**config.mk**
```make
export PLATFORM = sky130hd
export DESIGN_NAME = audio_avg_filter_stream
export DESIGN_NICKNAME = d
export VERILOG_FILES = /design/src/rtl/audio_avg_filter_stream.sv
export SDC_FILE = /design/constraint.sdc
export NUM_CORES = 1
export LEC_CHECK = 0
export ABC_CLOCK_PERIOD_IN_PS = 5400
export BUFFER_PORTS_ARGS = -buffer_cell sky130_fd_sc_hd__buf_4
export CELL_PAD_IN_SITES_DETAIL_PLACEMENT = 1
export CELL_PAD_IN_SITES_GLOBAL_PLACEMENT = 2
export CORE_ASPECT_RATIO = 1.75
export CORE_MARGIN = 4
export CORE_UTILIZATION = 46
export CTS_CLUSTER_DIAMETER = 40
export DETAILED_ROUTE_END_ITERATION = 16
export PLACE_DENSITY_LB_ADDON = 0.1
export SYNTH_ARGS = -nofsm -noshare
export SYNTH_HDL_FRONTEND = slang
export SYNTH_SLANG_ARGS = --single-unit
```
**constraint.sdc**
```tcl
create_clock -name clk -period 5.4 [get_ports clk]
set_input_delay 0.27 -clock clk [delete_from_list [all_inputs] [get_ports clk]]
set_output_delay 0.27 -clock clk [all_outputs]
set_load 0.01 [all_outputs]
```
**src/rtl/audio_avg_filter_stream.sv**
```systemverilog
// Streaming moving average over a run-time power-of-two window, kept in a circular history RAM; handshake at T -> out_valid at T+3.
// One sample in flight: in_ready only in IDLE, out_data held until out_ready; a window change flushes the history first.
module audio_avg_filter_stream #(
  parameter int DATA_W        = 8,
  parameter int LOG2_MAX_TAPS = 3,
  parameter int SUM_W         = DATA_W + LOG2_MAX_TAPS
) (
  input  logic              clk,
  input  logic              rst,
  input  logic [3:0]        tap_sel,
  input  logic [DATA_W-1:0] in_data,
  input  logic              in_valid,
  output logic              in_ready,
  output logic [DATA_W-1:0] out_data,
  output logic              out_valid,
  input  logic              out_ready,
  output logic              primed,
  output logic              busy_clear
);

  localparam int MAX_TAPS = 1 << LOG2_MAX_TAPS;
  localparam int AW       = LOG2_MAX_TAPS;
  localparam int CW       = LOG2_MAX_TAPS + 1;

  typedef enum logic [2:0] {CLEAR, IDLE, READ, UPDATE, HOLD} state_t;

  state_t            state;
  state_t            state_nxt;
  logic [3:0]        k_sel;
  logic [3:0]        active_k;
  logic [AW-1:0]     clear_cnt;
  logic [AW-1:0]     wr_ptr;
  logic [AW-1:0]     rd_addr;
  logic [CW-1:0]     fill_cnt;
  logic [CW-1:0]     n_taps;
  logic [SUM_W-1:0]  sum;
  logic [SUM_W-1:0]  sum_nxt;
  logic [DATA_W-1:0] x;
  logic [DATA_W-1:0] old;
  logic [DATA_W-1:0] ram [MAX_TAPS];
  logic              ram_we;
  logic [AW-1:0]     ram_wa;
  logic [DATA_W-1:0] ram_wd;
  logic              accept;

  assign k_sel   = (tap_sel > 4'(LOG2_MAX_TAPS)) ? 4'(LOG2_MAX_TAPS) : tap_sel;
  assign n_taps  = CW'(1) << active_k;
  // For a full window the low bits of N are zero, so the slot about to be overwritten is read.
  assign rd_addr = wr_ptr - n_taps[AW-1:0];
  // The window sum always fits, so modular wrap of the intermediate sum+x is harmless.
  assign sum_nxt = sum + SUM_W'(x) - SUM_W'(old);
  assign primed  = !rst && (fill_cnt == n_taps);

  always_ff @(posedge clk) begin
    if (rst) state <= CLEAR;
    else     state <= state_nxt;
  end

  always_comb begin
    state_nxt  = state;
    in_ready   = 1'b0;
    busy_clear = 1'b0;
    accept     = 1'b0;
    ram_we     = 1'b0;
    ram_wa     = clear_cnt;
    ram_wd     = '0;
    case (state)
      CLEAR: begin
        busy_clear = 1'b1;
        ram_we     = 1'b1;
        if (clear_cnt == AW'(MAX_TAPS - 1)) state_nxt = IDLE;
      end
      IDLE: begin
        if (k_sel != active_k) begin
          state_nxt = CLEAR;
        end else begin
          in_ready = 1'b1;
          if (in_valid) begin
            accept    = 1'b1;
            state_nxt = READ;
          end
        end
      end
      READ: state_nxt = UPDATE;
      UPDATE: begin
        ram_we    = 1'b1;
        ram_wa    = wr_ptr;
        ram_wd    = x;
        state_nxt = HOLD;
      end
      HOLD: if (out_ready) state_nxt = IDLE;
      default: state_nxt = CLEAR;
    endcase
    if (rst) begin
      in_ready   = 1'b0;
      busy_clear = 1'b1;
      accept     = 1'b0;
      ram_we     = 1'b0;
    end
  end

  always_ff @(posedge clk) begin
    if (rst) begin
      clear_cnt <= '0;
      wr_ptr    <= '0;
      sum       <= '0;
      fill_cnt  <= '0;
      active_k  <= k_sel;
      out_valid <= 1'b0;
      out_data  <= '0;
    end else begin
      case (state)
        CLEAR: begin
          clear_cnt <= clear_cnt + AW'(1);
          wr_ptr    <= '0;
          sum       <= '0;
          fill_cnt  <= '0;
          active_k  <= k_sel;
        end
        IDLE: begin
          if (k_sel != active_k) clear_cnt <= '0;
        end
        UPDATE: begin
          sum       <= sum_nxt;
          wr_ptr    <= wr_ptr + AW'(1);
          fill_cnt  <= (fill_cnt == n_taps) ? fill_cnt : fill_cnt + CW'(1);
          out_data  <= DATA_W'(sum_nxt >> active_k);
          out_valid <= 1'b1;
        end
        HOLD: begin
          if (out_ready) out_valid <= 1'b0;
        end
        default: ;
      endcase
    end
  end

  // History RAM: synchronous read on accept, single write port shared by flush and update.
  always_ff @(posedge clk) begin
    if (accept) begin
      x   <= in_data;
      old <= ram[rd_addr];
    end
    if (ram_we) ram[ram_wa] <= ram_wd;
  end

endmodule

```
Word-level counts from Yosys, hierarchy flattened
Memories as Yosys holds them, arrays and structs flattened. A register that Yosys moved wholly into a read port is not among the register bits.
Index checks and enable logic that the tools add are counted.
Word-level totals
  output and inout port bits: 12
  memories kept: 1
  word-level logic and storage cells: 74
  input bits: 16
  memory bits (writable): 64
  flip-flop bits (word level): 45
Operators by class
  equality and inequality tests: 12
  reduce and logical (&&, ||, !) cells: 12
  shifts and indexed selects: 2
  add/subtract/negate cells: 6
  $lt $le $gt $ge: 1
  mux-type cells: 31
Memory list
  ram: words 8, bits a word 8, read ports 1, clocked after Yosys merged registers in 1, wr ports 1, RTL line 40  | logic [DATA_W-1:0] ram [MAX_TAPS];
Operator list (number)
  case mux 11 bit (2 select lines): 1
  2-to-1 mux 3 bit: 6
  2-to-1 mux 4 bit: 4
  case mux 3 bit (5 select lines): 1
  2-to-1 mux 1 bit: 14
  case mux 3 bit (2 select lines): 2
  adder 11 x 8 -> 11 bit: 1
  right shift 11 x 4 -> 8 bit: 1
  subtractor 11 x 8 -> 11 bit: 1
  2-to-1 mux 8 bit: 1
  != test 2 bit (second input constant): 4
  case mux 4 bit (2 select lines): 1
  nonzero test 2 bit: 4
  adder 3 x 1 -> 3 bit (second input constant): 2
  equality test 3 x 2 -> 1 bit (second input constant): 2
  equality test 3 bit (second input constant): 2
  AND reduction 2 bit: 3
  adder 4 x 1 -> 4 bit (second input constant): 1
  equality test 4 bit: 1
  greater-than comparator 4 x 2 -> 1 bit (second input constant): 1
  != test 4 bit: 1
  << shifter 1 x 4 -> 4 bit (first input constant): 1
  equality test 3 x 1 -> 1 bit (second input constant): 1
  logical NOT 3 bit: 1
  7 further kinds: 7

Logic depth before layout (Yosys ltp)
  depth after elaboration: 6
  gate-level depth with buffers: 12
  gate-level depth less buffers: 12

Worst setup path after synthesis
Ideal clock, no wire load.
  path type: register -> register
  start: reg active_k[3]
  end: reg old[0], read port of ram, data pin
  data arrival time: 3.045 ns
  buffers on the path: 3
  period minus slack after synthesis: 3.305 ns
  setup time: 0.260 ns
  stages on the path, launching flop included: 13
  slack: 2.095 ns
  data required time: 5.140 ns
  cells stage by stage: edfxtp_1 -> buf_2 -> or2_1 -> clkbuf_1 -> nor3_1 -> ha_1 -> inv_1 -> fa_1 -> xor2_1 -> xnor2_4 -> buf_6 -> mux4_2 -> mux2_2
On the way
  word-level cells in the longest chain between the ends: 4
  elaborated cells between the ends (all ways): 6
  classes of those cells: add/sub: 1; eq/ne: 1; shift: 1; mux: 3
Ends and longest elaborated chain
  from (decl): RTL line 30  | logic [3:0] active_k;
  from (signal assigned): RTL line 108  | active_k <= k_sel;
  from (signal assigned): RTL line 118  | active_k <= k_sel;
  != test 4 bit: RTL line 74  | if (k_sel != active_k) begin
  2-to-1 mux 1 bit: RTL line 74
  2-to-1 mux 1 bit: RTL line 67  | case (state)
  2-to-1 mux 1 bit: RTL line 94  | if (rst) begin
  to (decl): RTL line 39  | logic [DATA_W-1:0] old;
Several ways; a longest one is shown, not always the timed one.
A chain may end at the register's enable or synchronous reset.

Final worst setup path
  start: reg active_k[2]
  end: reg old[2], read port of ram, data pin
The elaborated chain is that of the path after synthesis.

==> metrics.txt <==
# TYPE chip_impl_metric gauge
chip_impl_metric{name="first_iter_violations",unit=""} 157
chip_impl_metric{name="switching_power",unit="mW"} 0.475
chip_impl_metric{name="drive_gt1_frac",unit=""} 0.180
chip_impl_metric{name="power.ir.vdd_worst",unit="mV"} 0.276
chip_impl_metric{name="finalWeightedCongestion",unit=""} 0.851
chip_impl_metric{name="maxSlewViolCount",unit=""} 0
chip_impl_metric{name="placed_cell_area",unit="µm²"} 6220
chip_impl_metric{name="drtAntennaViolNets",unit=""} 0
chip_impl_metric{name="p_comb_frac",unit=""} 0.032
chip_impl_metric{name="worst-path-buf-inv",unit=""} 1
chip_impl_info{name="crit_path_top_delay_cell",value="xnor2_4"} 1
chip_impl_metric{name="die_area",unit="µm²"} 14800
chip_impl_metric{name="floorplan.initialDensity",unit=""} 0.472
chip_impl_metric{name="initial_antenna_violation_count",unit=""} 0
chip_impl_metric{name="ys_seq_elements",unit=""} 117
chip_impl_metric{name="io_buffers",unit=""} 27
chip_impl_metric{name="clkSinkCount",unit=""} 117
chip_impl_metric{name="seq_area",unit="µm²"} 3180
chip_impl_metric{name="count_of_placed_standard_cells_including_taps",unit=""} 663
chip_impl_metric{name="fraction_of_synthesized_cell_area_taken_by_the_top_area_cell_type",unit=""} 0.427
chip_impl_metric{name="synthesis.area",unit="µm²"} 5910
chip_impl_metric{name="slowest_delay",unit="ns"} 0.71
chip_impl_metric{name="yosysWarnings",unit=""} 0
chip_impl_metric{name="critical_path_required",unit="ns"} 5.55
chip_impl_info{name="worst_path_top_cell_family_by_delay",value="XOR/XNOR gates"} 1
chip_impl_metric{name="cts.path.max_buffers",unit=""} 2
chip_impl_metric{name="via_total_after_detailed_routing",unit=""} 4013
chip_impl_metric{name="routed_wl",unit="µm"} 14800
chip_impl_metric{name="timing.max_slew.rel_slack",unit=""} 0.210
chip_impl_metric{name="timing.final.crit_period",unit="ns"} 3.84
chip_impl_metric{name="routedWlPerCell",unit="µm"} 21.3
chip_impl_metric{name="final.setup.tns",unit="ns"} 0
chip_impl_info{name="timing.critical_path.from_type",value="flop"} 1
chip_impl_metric{name="grt_overflow_total",unit=""} 0
chip_impl_metric{name="clk-insertion-delay-late",unit="ns"} 0.41
chip_impl_info{name="synthFlopType",value="edfxtp_1"} 1
chip_impl_metric{name="multiInputGateArea",unit="µm²"} 2440
chip_impl_metric{name="post-route-drc-count",unit=""} 0
chip_impl_info{name="critical_path.cell_chain",value="or2_1 -> nor3_1 -> ha_1 -> inv_1 -> fa_1 -> xor2_1 -> xnor2_4 -> mux4_2 -> mux2_2"} 1
chip_impl_info{name="clock-root-buffer",value="clkbuf_16"} 1
chip_impl_metric{name="synth_cell_types",unit=""} 66
chip_impl_metric{name="finish.net_count",unit=""} 555
chip_impl_metric{name="die_w",unit="µm"} 93.7
chip_impl_metric{name="setup_viol",unit=""} 0
chip_impl_metric{name="cp_data_arrival_time",unit="ns"} 3.99
chip_impl_metric{name="final-instance-count-excl-fill",unit=""} 695
chip_impl_metric{name="cellInternalPower",unit="mW"} 1.78
chip_impl_metric{name="cts_inserted_buffers",unit=""} 17
chip_impl_metric{name="grt_pass1_vias",unit=""} 4308
chip_impl_metric{name="asyncSetResetFlopFracSynth",unit=""} 0
chip_impl_metric{name="sw_ratio",unit=""} 0.211
chip_impl_info{name="status",value="complete, no violations"} 1
chip_impl_metric{name="antenna_cells_inserted",unit=""} 0
chip_impl_metric{name="n_fill_cell",unit=""} 1291
chip_impl_metric{name="global_route_wire_length_before_repair",unit="µm"} 23800
chip_impl_metric{name="leakage_power_figure",unit="nW"} 2.63
chip_impl_metric{name="post_dp_hpwl",unit="µm"} 10500
chip_impl_metric{name="timing.max_cap.violations",unit=""} 0
chip_impl_info{name="tritoncts",value="yes"} 1
chip_impl_metric{name="htreeDepth",unit=""} 4
chip_impl_metric{name="placement_rows",unit=""} 54
chip_impl_info{name="synth.top_cells.by_area",value="edfxtp_1 (43%), dfxtp_1 (11%), mux4_2 (8.0%)"} 1
chip_impl_metric{name="worst-slew-pin-transition",unit="ns"} 1.18
chip_impl_info{name="yosys-top-cells-count",value="edfxtp_1 (84), nor2_1 (56), inv_1 (46)"} 1
chip_impl_metric{name="detail_route.first_pass.iterations",unit=""} 4
chip_impl_info{name="synth.largest_area_cell",value="edfxtp_1"} 1
chip_impl_metric{name="core_area",unit="µm²"} 12500
chip_impl_metric{name="cts_setup_buffers",unit=""} 0
chip_impl_metric{name="flow.area_growth_from_synthesis",unit="%"} 16.0
chip_impl_info{name="post-synth-top-count-cell",value="edfxtp_1"} 1
chip_impl_metric{name="sequentialPowerShare",unit=""} 0.434
chip_impl_metric{name="hold_violations_final",unit=""} 0
chip_impl_metric{name="cts-hold-fix-buffers",unit=""} 0
chip_impl_info{name="timing.hold.worst.class",value="primary input to flop"} 1
chip_impl_metric{name="clock_power_share",unit=""} 0.534
chip_impl_metric{name="cts_repair_resize_count",unit=""} 0
chip_impl_metric{name="syn_avg_cell_area",unit="µm²"} 12.0
chip_impl_metric{name="post_route_cell_area",unit="µm²"} 6850
chip_impl_metric{name="vias_per_cell",unit=""} 5.77
chip_impl_metric{name="worst-path-max-fanout",unit=""} 16
chip_impl_metric{name="post_synth_inst_count",unit=""} 493
chip_impl_info{name="path_class",value="flop to flop"} 1
chip_impl_info{name="setup.worst_path.end_class",value="flop"} 1
chip_impl_info{name="setup_repair_after_global_routing_missed_its_margin",value="no"} 1
chip_impl_metric{name="largest_net_degree_at_the_start_of_global_routing",unit=""} 31
chip_impl_metric{name="worst_setup_hold_path_clk_slew",unit="ns"} 0.06
chip_impl_metric{name="power_density",unit="nW/µm²"} 329
chip_impl_metric{name="final.period_utilization",unit=""} 0.711
chip_impl_metric{name="top_ports",unit=""} 28
chip_impl_metric{name="clock-skew-final",unit="ns"} 0.0127
chip_impl_metric{name="global_route.usage.total",unit=""} 0.216
chip_impl_metric{name="synth-edff-count",unit=""} 84
chip_impl_metric{name="fmax",unit="MHz"} 260
chip_impl_metric{name="fp.dieH",unit="µm"} 158
chip_impl_metric{name="synth_seq_area_share",unit=""} 0.539
metrics by stage:
step	util	setup WS [ns]	power, mW	hold WS [ns]
final	0.548	1.56	2.25	0.0380
after global routing	0.548	1.26	2.32	0.0109
after CTS	0.548	1.46	2.27	0.0254
after detailed placement	0.498	1.48	1.07	0.449
after global placement	0.498	1.63	1.07	0.443
after floorplan	-	2.10	1.04	0.369
routing by layer:
metal / routed length (µm) / GRT usage / vias to the layer above
li1: - / - / 1872
met5: 0 / 0 / -
met3: 357 / 0.0409 / 18
met1: 5730 / 0.239 / 2049
met2: 8410 / 0.409 / 74
met4: 277 / 0.0709 / 0
path summary, 6_finish.rpt:
path,to,slack [ns],depth (start not counted),from
worst min-delay path,x[5],0.04,1,in_data[5]
worst max register to register,old[2],1.56,9,active_k[2]
worst max-delay path,old[2],1.56,9,active_k[2]
worst min register to register,out_data[7],0.46,2,out_data[7]
power by group through the flow:
stage	clock, mW	sequential [mW]	combinational, mW
floorplan	0	0.989	0.0528
global placement	0	0.995	0.0718
detailed placement	0	0.996	0.0741
CTS	1.22	0.977	0.0747
global route	1.26	0.979	0.0811
finish	1.20	0.977	0.0732
registers in the layout, indices dropped and copies added (netlist names), 4 cells and up:
register	count
fill_cnt	4
old	8
sum	11
x	8
out_data	8
ram	64
active_k	4
cell families after synthesis:
| kind of cell | after synthesis | synth area share |
|---|---|---|
| multiplexers | 30 | 0.0970 |
| XOR/XNOR | 16 | 0.0269 |
| adder cells (fa/ha/maj) | 25 | 0.0644 |
| AND/OR/NAND/NOR | 139 | 0.113 |
| flip-flops | 117 | 0.539 |
| AO/OA/AOI/OAI | 91 | 0.110 |
| other | 1 | 0.000635 |
| buffers and inverters | 74 | 0.0485 |
area by class of cell:
cell class / count / area share
well taps: 168 / 0.0307
inverters: 47 / 0.0258
clock inverters: 14 / 0.0291
clock buffers: 18 / 0.0627
repair buffers: 28 / 0.0307
flip-flops and latches: 117 / 0.465
multi-input cells: 303 / 0.356
cells in the final DEF (no fill, tap or decap), drive strengths merged, types with 4 or more instances in the layout:
cell     instances
dfxtp           33
or3              7
a211oi           7
fa               9
nand3           13
a31oi            9
clkinv           6
a21oi           21
mux4            21
o211ai           4
nor3            15
o2111ai          4
nor3b            4
inv             50
mux2             8
xor2             6
o21ai            7
clkbuf          18
nand2           20
buf             28
nor2            56
a22oi           14
ha              16
edfxtp          84
bufinv           4
xnor2           10
Power figures use the tool's default switching activity.
